File: config.mk
export PLATFORM = sky130hd
export DESIGN_NAME = uart_rx_mmio_flat
export DESIGN_NICKNAME = d
export VERILOG_FILES = /design/src/rtl/uart_rx_mmio_pkg.sv /design/src/rtl/uart_rx_mmio_if.sv /design/src/rtl/uart_rx_mmio_core.sv /design/src/rtl/uart_rx_mmio.sv /design/src/flat_wrapper.sv
export SDC_FILE = /design/constraint.sdc
export NUM_CORES = 1
export LEC_CHECK = 0
export ABC_AREA = 1
export BUFFER_PORTS_ARGS = -buffer_cell sky130_fd_sc_hd__buf_2
export CAP_MARGIN = 20
export CORE_ASPECT_RATIO = 2
export CORE_MARGIN = 5
export CORE_UTILIZATION = 45
export DETAILED_ROUTE_END_ITERATION = 6
export HOLD_SLACK_MARGIN = 0.15
export SYNTH_ARGS = -nofsm -noshare
export SYNTH_HDL_FRONTEND = slang
export SYNTH_SLANG_ARGS = --single-unit
File: constraint.sdc
create_clock -name clk -period 3.25 [get_ports clk]
set_input_delay 0.325 -clock clk [delete_from_list [all_inputs] [get_ports clk]]
set_output_delay 0.325 -clock clk [all_outputs]
set_load 0.005 [all_outputs]
File: src/rtl/uart_rx_mmio_pkg.sv
// Shared constants for the UART receive block: console MMIO map, STATUS bit positions, RX FSM states.
// Ports: none (package). Imported by uart_rx_core and uart_rx_mmio.
// Config: UART_RX_PARITY_EN selects 8E1 framing in the files that import this package.
package uart_rx_mmio_pkg;

  localparam logic [31:0] HALT_ADDR    = 32'hf0000000;
  localparam logic [31:0] UART_TX_ADDR = 32'hf0000100;
  localparam logic [31:0] UART_RX_BASE = 32'hf0000200;

  localparam int ST_NONEMPTY = 0;
  localparam int ST_FULL     = 1;
  localparam int ST_FRAME    = 2;
  localparam int ST_OVERRUN  = 3;
  localparam int ST_PARITY   = 4;

  localparam logic [3:0] OFF_DATA   = 4'h0;
  localparam logic [3:0] OFF_STATUS = 4'h4;

  typedef enum logic [2:0] {
    S_IDLE,
    S_START,
    S_DATA,
    S_PARITY,
    S_STOP
  } rx_state_t;

  // Window decode: only the upper 28 address bits select the block.
  function automatic logic in_window(input logic [31:0] addr, input logic [31:0] base);
    return addr[31:4] == base[31:4];
  endfunction

endpackage

File: src/rtl/uart_rx_mmio_if.sv
// Processor MMIO read/write bus for the UART receiver (mem_oe/mem_addr/mem_we in, rdata/valid out).
// Ports: oe, addr[31:0], we[3:0] from the master; rdata[31:0], valid from the slave.
// Config: none.
interface uart_rx_mmio_if;
  logic        oe;
  logic [31:0] addr;
  logic [3:0]  we;
  logic [31:0] rdata;
  logic        valid;

  modport master (output oe, addr, we, input rdata, valid);
  modport slave  (input oe, addr, we, output rdata, valid);
endinterface

File: src/rtl/uart_rx_mmio_core.sv
// uart_rx_core: 2-flop synchroniser plus bit-level RX FSM; emits one-cycle registered strobes per frame.
// Ports: clk, rst (sync, active high), rxd (async serial in) -> rx_byte, byte_stb, frame_err_stb, parity_err_stb.
// Config: UART_RX_PARITY_EN adds an even-parity bit between data and stop (8E1); otherwise 8N1.
module uart_rx_core
  import uart_rx_mmio_pkg::*;
#(
  parameter int CLKS_PER_BIT = 868
) (
  input  logic       clk,
  input  logic       rst,
  input  logic       rxd,
  output logic [7:0] rx_byte,
  output logic       byte_stb,
  output logic       frame_err_stb,
  output logic       parity_err_stb
);

  localparam int CW = $clog2(CLKS_PER_BIT + 1);
  localparam logic [CW-1:0] HALF_BIT = CW'(CLKS_PER_BIT / 2);
  localparam logic [CW-1:0] FULL_BIT = CW'(CLKS_PER_BIT);

  logic            sync1, sync2, sync_prev;
  rx_state_t       state;
  logic [CW-1:0]   cnt;
  logic [2:0]      bit_idx;
  logic [7:0]      shreg;
  logic            tick;
`ifdef UART_RX_PARITY_EN
  logic            par_ok;
`endif

  // Idle-high reset so a reset never looks like a start edge.
  always_ff @(posedge clk) begin
    if (rst) begin
      sync1     <= 1'b1;
      sync2     <= 1'b1;
      sync_prev <= 1'b1;
    end else begin
      sync1     <= rxd;
      sync2     <= sync1;
      sync_prev <= sync2;
    end
  end

  // A load of N puts the sample exactly N cycles later, so bit spacing is CLKS_PER_BIT.
  assign tick = (cnt == CW'(1));

  always_ff @(posedge clk) begin
    if (rst) begin
      state          <= S_IDLE;
      cnt            <= '0;
      bit_idx        <= '0;
      shreg          <= '0;
      rx_byte        <= '0;
      byte_stb       <= 1'b0;
      frame_err_stb  <= 1'b0;
      parity_err_stb <= 1'b0;
`ifdef UART_RX_PARITY_EN
      par_ok         <= 1'b1;
`endif
    end else begin
      byte_stb       <= 1'b0;
      frame_err_stb  <= 1'b0;
      parity_err_stb <= 1'b0;
      if (state != S_IDLE && !tick) cnt <= cnt - CW'(1);
      case (state)
        S_IDLE: begin
          if (!sync2 && sync_prev) begin
            cnt   <= HALF_BIT;
            state <= S_START;
          end
        end
        S_START: begin
          if (tick) begin
            if (sync2) begin
              state <= S_IDLE;  // false start
            end else begin
              cnt     <= FULL_BIT;
              bit_idx <= '0;
              state   <= S_DATA;
            end
          end
        end
        S_DATA: begin
          if (tick) begin
            shreg   <= {sync2, shreg[7:1]};
            cnt     <= FULL_BIT;
            bit_idx <= bit_idx + 3'd1;
            if (bit_idx == 3'd7) begin
`ifdef UART_RX_PARITY_EN
              state <= S_PARITY;
`else
              state <= S_STOP;
`endif
            end
          end
        end
`ifdef UART_RX_PARITY_EN
        S_PARITY: begin
          if (tick) begin
            par_ok <= (sync2 == ^shreg);  // even parity
            cnt    <= FULL_BIT;
            state  <= S_STOP;
          end
        end
`endif
        S_STOP: begin
          // Decide at mid-stop-bit and rearm immediately for the next start edge.
          if (tick) begin
            state <= S_IDLE;
            if (!sync2) begin
              frame_err_stb <= 1'b1;
`ifdef UART_RX_PARITY_EN
            end else if (!par_ok) begin
              parity_err_stb <= 1'b1;
`endif
            end else begin
              byte_stb <= 1'b1;
              rx_byte  <= shreg;
            end
          end
        end
        default: state <= S_IDLE;
      endcase
    end
  end

endmodule

File: src/rtl/uart_rx_mmio.sv
// uart_rx_mmio: UART receiver with byte FIFO exposed as a registered MMIO read responder (DATA at +0, STATUS at +4).
// Ports: clk, rst (sync, active high), uart_rxd, bus (uart_rx_mmio_if.slave: oe/addr/we in, rdata/valid out), rx_ready.
// Config: UART_RX_PARITY_EN enables 8E1 framing and the sticky parity_err flag (STATUS bit4); otherwise bit4 reads 0.
module uart_rx_mmio
  import uart_rx_mmio_pkg::*;
#(
  parameter logic [31:0] BASE_ADDR      = UART_RX_BASE,
  parameter int          CLKS_PER_BIT   = 868,
  parameter int          FIFO_DEPTH_LOG = 4
) (
  input  logic           clk,
  input  logic           rst,
  input  logic           uart_rxd,
  uart_rx_mmio_if.slave  bus,
  output logic           rx_ready
);

  localparam int DEPTH = 1 << FIFO_DEPTH_LOG;

  logic [7:0]                rx_byte;
  logic                      byte_stb, frame_err_stb, parity_err_stb;
  logic [7:0]                mem [DEPTH];
  logic [FIFO_DEPTH_LOG-1:0] wr_ptr, rd_ptr;
  logic [FIFO_DEPTH_LOG:0]   count;
  logic                      frame_err, overrun, parity_err;
  logic                      hit, is_wr, full, non_empty, pop, push, clr;
  logic [31:0]               status;

  uart_rx_core #(.CLKS_PER_BIT(CLKS_PER_BIT)) u_core (
    .clk            (clk),
    .rst            (rst),
    .rxd            (uart_rxd),
    .rx_byte        (rx_byte),
    .byte_stb       (byte_stb),
    .frame_err_stb  (frame_err_stb),
    .parity_err_stb (parity_err_stb)
  );

  assign full      = (count == (FIFO_DEPTH_LOG+1)'(DEPTH));
  assign non_empty = (count != '0);
  assign rx_ready  = non_empty;

  assign hit   = bus.oe && in_window(bus.addr, BASE_ADDR);
  assign is_wr = |bus.we;
  assign pop   = hit && !is_wr && bus.addr[3:0] == OFF_DATA && non_empty;
  assign clr   = hit && is_wr && bus.addr[3:0] == OFF_STATUS;
  // A pop in the same cycle frees the slot a full FIFO needs.
  assign push  = byte_stb && (!full || pop);

  always_comb begin
    status              = '0;
    status[ST_NONEMPTY] = non_empty;
    status[ST_FULL]     = full;
    status[ST_FRAME]    = frame_err;
    status[ST_OVERRUN]  = overrun;
`ifdef UART_RX_PARITY_EN
    status[ST_PARITY]   = parity_err;
`else
    status[ST_PARITY]   = 1'b0;
`endif
  end

  always_ff @(posedge clk) begin
    if (push) mem[wr_ptr] <= rx_byte;
  end

  always_ff @(posedge clk) begin
    if (rst) begin
      wr_ptr     <= '0;
      rd_ptr     <= '0;
      count      <= '0;
      frame_err  <= 1'b0;
      overrun    <= 1'b0;
      parity_err <= 1'b0;
      bus.valid  <= 1'b0;
      bus.rdata  <= '0;
    end else begin
      if (push) wr_ptr <= wr_ptr + 1'b1;
      if (pop)  rd_ptr <= rd_ptr + 1'b1;
      if (push && !pop)      count <= count + 1'b1;
      else if (pop && !push) count <= count - 1'b1;

      // Set wins over a same-cycle clear.
      frame_err  <= (frame_err  && !clr) || frame_err_stb;
      overrun    <= (overrun    && !clr) || (byte_stb && !push);
      parity_err <= (parity_err && !clr) || parity_err_stb;

      bus.valid <= 1'b0;
      bus.rdata <= '0;
      if (hit && !is_wr) begin
        bus.valid <= 1'b1;
        case (bus.addr[3:0])
          OFF_DATA:   bus.rdata <= non_empty ? {24'h0, mem[rd_ptr]} : 32'hFFFF_FFFF;
          OFF_STATUS: bus.rdata <= status;
          default:    bus.rdata <= '0;
        endcase
      end
    end
  end

endmodule
File: src/flat_wrapper.sv
// flat-port wrapper written by rule: the top's interface ports become plain ports
module uart_rx_mmio_flat import uart_rx_mmio_pkg::*;
#(
  parameter logic [31:0] BASE_ADDR      = UART_RX_BASE,
  parameter int          CLKS_PER_BIT   = 868,
  parameter int          FIFO_DEPTH_LOG = 4
)
  (clk, rst, uart_rxd, rx_ready, bus_oe, bus_addr, bus_we, bus_rdata, bus_valid);
  uart_rx_mmio_if bus_i ();
  input  logic clk;
  input  logic rst;
  input  logic uart_rxd;
  output logic rx_ready;
  input wire logic [$bits(bus_i.oe)-1:0] bus_oe;
  input wire logic [$bits(bus_i.addr)-1:0] bus_addr;
  input wire logic [$bits(bus_i.we)-1:0] bus_we;
  output wire logic [$bits(bus_i.rdata)-1:0] bus_rdata;
  output wire logic [$bits(bus_i.valid)-1:0] bus_valid;
  assign bus_i.oe = bus_oe;
  assign bus_i.addr = bus_addr;
  assign bus_i.we = bus_we;
  assign bus_rdata = bus_i.rdata;
  assign bus_valid = bus_i.valid;
  uart_rx_mmio #(.BASE_ADDR(BASE_ADDR), .CLKS_PER_BIT(CLKS_PER_BIT), .FIFO_DEPTH_LOG(FIFO_DEPTH_LOG)) u_core (.clk(clk), .rst(rst), .uart_rxd(uart_rxd), .bus(bus_i), .rx_ready(rx_ready));
endmodule
# Word-level counts from Yosys, hierarchy flattened
# Memory sizes are Yosys's and may differ from the RTL's. A register that Yosys moved wholly into a read port is not among the register bits.
# Cells that the tools add are included.
# word_totals
register_bits	85
mem_bits_rw	128
input_bits	40
out_inout_bits	34
wordCells	106
n_memories	1
# op_classes
add_sub_neg	6
n_eq_ne	14
mux	28
n_bitwise	3
n_reduce_logical	37
# mem_list
memory	words	width	read_ports	rd_ports_with_merged_regs	write_ports	line	rtl
u_core.mem	16	8	1	1	1	uart_rx_mmio.sv:22	logic [7:0] mem [DEPTH];
# op_table
operator	count
case mux 32 bit (2 select lines)	1
two-way mux 10 bit	5
two-way mux 32 bit	1
case mux 10 bit (3 select lines)	1
equality test 28 bit (second input constant)	1
two-way mux 3 bit	8
logical AND 1 bit	14
!= test 2 bit (second input constant)	6
case mux 3 bit (4 select lines)	1
equality test 10 x 1 -> 1 bit (second input constant)	1
two-way mux 5 bit	2
subtractor 10 x 1 -> 10 bit (second input constant)	1
adder 4 x 1 -> 4 bit (second input constant)	2
two-way mux 4 bit	2
logical NOT 1 bit	7
equality test 3 bit (second input constant)	2
case mux 3 bit (2 select lines)	1
adder 5 x 1 -> 5 bit (second input constant)	1
equality test 5 bit (second input constant)	1
two-way mux 1 bit	5
AND reduction 5 bit	1
nonzero test 5 bit	1
subtractor 5 x 1 -> 5 bit (second input constant)	1
equality test 4 x 3 -> 1 bit (second input constant)	1
other kinds (16)	21

# Longest topological paths before layout
# logic_depth
depth_word	11
depth_mapped	21
mapped_depth_nobuf	21

# Hierarchy
# From an unflattened synthesis, not the netlist that was laid out.
# unflattened
cells_unflattened	892
hier_area_um2	8794.7
# modules_own_cells
module	n_inst	cells_each	area_per_inst_um2	seq_area_each_um2
uart_rx_mmio	1	657	6904.1	4424.2
uart_rx_core	1	235	1890.6	740.7

# Worst setup path after synthesis
# Ideal clock, no wire load.
# synth_timing
kind	input -> register
from	input bus_addr[5]
to	register u_core.count[4]
setup_ns	0.122
arrival_time_ns	2.493
required_ns	3.128
slack_ns	0.635
stages	19
n_path_buf	0
cell_sequence	or2_0 nor2_1 nand2_1 nor2_4 nand3_4 nand2_4 nand2_4 clkinv_4 ha_1 inv_1 ha_1 nand2_1 nand2_1 a21oi_1 nor2_1 nor2_1 nand2_1 o21ai_0 a21oi_1
# synth_between
elab_chain_cells	10
word_cells_on_any_way	13
cone_classes	1 x eq/ne; 1 x mux; 11 x reduce/logical
# synth_lines
item	line	rtl
from (decl)	flat_wrapper.sv:15	input wire logic [$bits(bus_i.addr)-1:0] bus_addr;
equality test 28 bit (*)	uart_rx_mmio_pkg.sv:29	return addr[31:4] == base[31:4];
logical AND 1 bit (*)	uart_rx_mmio.sv:43	assign hit = bus.oe && in_window(bus.addr, BASE_ADDR);
logical AND 1 bit (*) (3 in a row)	uart_rx_mmio.sv:45	assign pop = hit && !is_wr && bus.addr[3:0] == OFF_DATA && non_empty;
logical OR 1 bit (*)	uart_rx_mmio.sv:48	assign push = byte_stb && (!full || pop);
logical AND 1 bit (*)	uart_rx_mmio.sv:48	
via u_core.push	uart_rx_mmio.sv:26	logic hit, is_wr, full, non_empty, pop, push, clr;
logical NOT 1 bit	uart_rx_mmio.sv:81	else if (pop && !push) count <= count - 1'b1;
logical AND 1 bit	uart_rx_mmio.sv:81	
nonzero test 2 bit (no source line)	--	
to (signal assigned)	uart_rx_mmio.sv:80	if (push && !pop) count <= count + 1'b1;
to (signal assigned)	uart_rx_mmio.sv:81	
to (decl)	uart_rx_mmio.sv:24	logic [FIFO_DEPTH_LOG:0] count;
# Mark *: on every way through the listed nets, which the timed path passes. The rest lies on a longest branch.
# A chain may end at the register's enable or synchronous reset.

# Worst setup path after layout
# layout_timing
from	register u_core.count[3]
to	register u_core.count[4]
# layout_between
elab_chain_cells	7
word_cells_on_any_way	15
cone_classes	2 x add/sub; 1 x eq/ne; 2 x mux; 10 x reduce/logical
# layout_lines
item	line
equality test 5 bit or nonzero test 5 bit (tied branches)	uart_rx_mmio.sv:39, uart_rx_mmio.sv:40
logical NOT 1 bit or logical AND 1 bit (tied branches)	uart_rx_mmio.sv:48, uart_rx_mmio.sv:45
logical OR 1 bit (*)	uart_rx_mmio.sv:48
logical AND 1 bit (*)	uart_rx_mmio.sv:48
via u_core.push	uart_rx_mmio.sv:26
logical NOT 1 bit	uart_rx_mmio.sv:81
logical AND 1 bit	uart_rx_mmio.sv:81
nonzero test 2 bit (no source line)	--
# Mark *: on every way through the listed nets, which the timed path passes. The rest lies on a longest branch. The select of a mux whose other input is x is not followed.

==> run_results.csv <==
group,metric,value,unit
synthesis,yosysMostFrequentCell,"nor2_1",
synthesis,yosysSeqAreaShare,61.5,%
power,leakage,3.45,nW
global_route,overflow,0,
global_route,grt.total_usage,18.8,%
clock_tree,clkTransAtPathRegs,70,ps
global_route,first_global_vias,5952,
synthesis,synth_nets,876,
final_layout,area_delta_synth_final,13.3,%
worst_setup_path,end_kind,"flip-flop",
worst_setup_path,setup.worst_path.class,"flip-flop to flip-flop",
synthesis,synth_edf_count,128,
synthesis,synth_seq_cells,194,
worst_setup_path,cp_data_required_time,3560,ps
timing,finalCritPeriodShare,84.4,%
power,peakVddDrop,0.439,mV
detailed_routing,drc,0,
global_route,grt_max_degree,65,
clock_tree,cts-resized-gates,0,
timing,worst_slack,508,ps
place,placed_area,8910,um2
floorplanning,placementRows,70,
global_route,antenna_found_initial,0,
clock_tree,clk_path_buf_depth,2,
synthesis,syn_inst,822,
status,status,"complete, no violations",
timing,setup_tns,0,ps
synthesis,synthTopCellsByArea,"edfxtp_1 (46%), dfxtp_1 (16%), nor2_1 (7.8%)",
place,port_buffers,73,
synthesis,avgSynthCellArea,10.2,um2
timing,finalCriticalPeriod,2740,ps
timing,max_freq,365,MHz
place,place.gp.congestion,0.829,
detailed_routing,detailedRoute.firstIterationViolations,250,
clock_tree,numCtsBuffers,17,
synthesis,yosys.area.top_type,"edfxtp_1",
synthesis,synth_cell_types,41,
detailed_routing,drt-pass1-iter-count,4,
clock_tree,cts_tree,"built",
timing,relSlewSlack,47.3,%
timing,slew_violations,0,
hold_path,worstHoldPathType,"input port to flip-flop",
detailed_routing,routed_wl,19800,um
flow_run,drv_cap,0,
clock_tree,insertion_delay,430,ps
final_layout,final_nets,943,
synthesis,ys_async_sr_fraction,0,%
detailed_routing,via_per_inst,5.34,
floorplanning,die_area,21600,um2
final_layout,fin_util,52.0,%
global_route,grt_pass1_wl,30900,um
detailed_routing,ant_nets,0,
floorplanning,die_x,107,um
clock_tree,cts_setup_buffers,0,
floorplanning,core-area,18300,um2
power,p_per_area,559,nW/um2
timing,skew,12.3,ps
clock_tree,cts_hold_buf,1,
detailed_routing,detail_route.wl_per_cell,17.7,um
place,hpwl,13900,um
final_layout,drive_above_1_share,18.0,%
timing,rsz0062_at_grt,"no",
synthesis,yosys.area.top_type_share,45.8,%
worst_setup_path,arrival,3050,ps
clock_tree,cts_max_level,4,
clock_tree,numClockSinks,194,
detailed_routing,vias,5967,
synthesis,synthFlopType,"edfxtp_1",
worst_setup_path,path_max_fanout,7,
floorplanning,initial_core_util,45.9,%
place,dp_slack,322,ps
worst_setup_path,crit_path_start_kind,"flip-flop",
power,total_power,5.32,mW
clock_tree,cts-root-buf,"clkbuf_16",
synthesis,synthTopCellsByCount,"nor2_1 (174), edfxtp_1 (128), o21ai_0 (82), nand2_1 (77), dfxtp_1 (66)",
final_layout,design_area,9510,um2
timing,worst-slew-pin-transition,789,ps
timing,finalHoldViolCount,0,
timing,setup_viol,0,
synthesis,yosys_warnings,0,
final_layout,antenna_cells,0,
floorplanning,die_h,203,um
floorplanning,io_pins,74,
synthesis,netlist_area,8390,um2
[logic make-up (layout without fill, tap and decap cells)]
kind of cell	after synthesis	in the layout	synth area share, %
simple gates	331	331	17.8
flops	194	194	61.5
compound gates	167	167	11.3
buf+inv	108	188	6.37
fa+ha+maj	14	14	2.18
xor+xnor	8	8	0.835
[critical path, stage by stage, from the launching register on]
cell      delay [ps]
dfxtp_1          350
nor2_2           160
nand3_1           80
nor2_1           280
nand2_4          130
nand2_4          100
clkinv_4         110
ha_1             290
inv_1            130
ha_1             280
nand2_1           80
nand2_1           50
a21oi_1          170
nor2_1            60
nor2_1            80
nand2_1           70
o21ai_0          140
a21oi_1           60
[stage by stage]
step                hold WS (ps)  cells
floorplan                    389    822
global placement             395   1085
detailed placement           398   1085
CTS                          379   1118
global route                 385   1118
finish                       381   1118
[per-layer routing]
metal,wire [um],GRT usage [%],vias to the layer above
met5,0,0,-
met4,948,10.7,0
met3,739,3.26,39
met2,11200,36.2,155
met1,6870,18.4,2842
li1,-,-,2931
[layout by cell type (no fill, tap or decap), types with 2 or more instances in the layout]
cell / instances
a211oi_1: 10
a21oi_1: 34
a31oi_1: 5
buf_2: 73
buf_4: 26
clkbuf_16: 19
clkinv_1: 2
clkinv_2: 3
clkinv_4: 4
dfxtp_1: 65
edfxtp_1: 128
ha_1: 13
inv_1: 49
inv_2: 4
inv_4: 2
inv_6: 2
nand2_1: 77
nand2_2: 4
nand2_4: 6
nand3_1: 46
nand4_1: 2
nor2_1: 174
nor2_2: 2
nor2_4: 7
nor3_1: 3
o211ai_1: 18
o21ai_0: 82
o21ai_1: 8
o221ai_1: 9
or2_2: 2
xnor2_1: 2
xor2_1: 6
[registers in the layout, indices dropped and copies added (netlist names), 3 cells and up, named ones only]
register / cells
u_core.bus.rdata: 9
u_core.u_core.cnt: 10
u_core.u_core.bit_idx: 3
u_core.u_core.rx_byte: 8
u_core.count: 5
u_core.wr_ptr: 4
u_core.u_core.shreg: 8
u_core.rd_ptr: 4
u_core.mem: 128
u_core.u_core.state: 3
[area by class of cell]
type	count	area, um2
clock buffer	21	493
clock inverter	11	98.8
fill	1653	8790
inverter	56	218
multi-input combinational	520	2690
sequential	194	5170
tap	216	270
timing repair buffer	100	571
[path summary, 6_finish.rpt]
path | from | endpoint | slack, ps | cells past startpoint
worst max-delay path | u_core.count[3] | u_core.count[4] | 510 | 17
worst min-delay path | bus_we[1] | u_core.bus.valid | 380 | 6
worst max register to register | u_core.count[3] | u_core.count[4] | 510 | 17
worst min register to register | u_core.u_core.sync1 | u_core.u_core.sync2 | 410 | 1
[report_power, final]
part / switching, mW / internal [mW]
sequential: 0.0683 / 2.66
combinational: 0.330 / 0.193
clock: 0.893 / 1.17
Note: power is estimated with default switching activity, not from simulation.
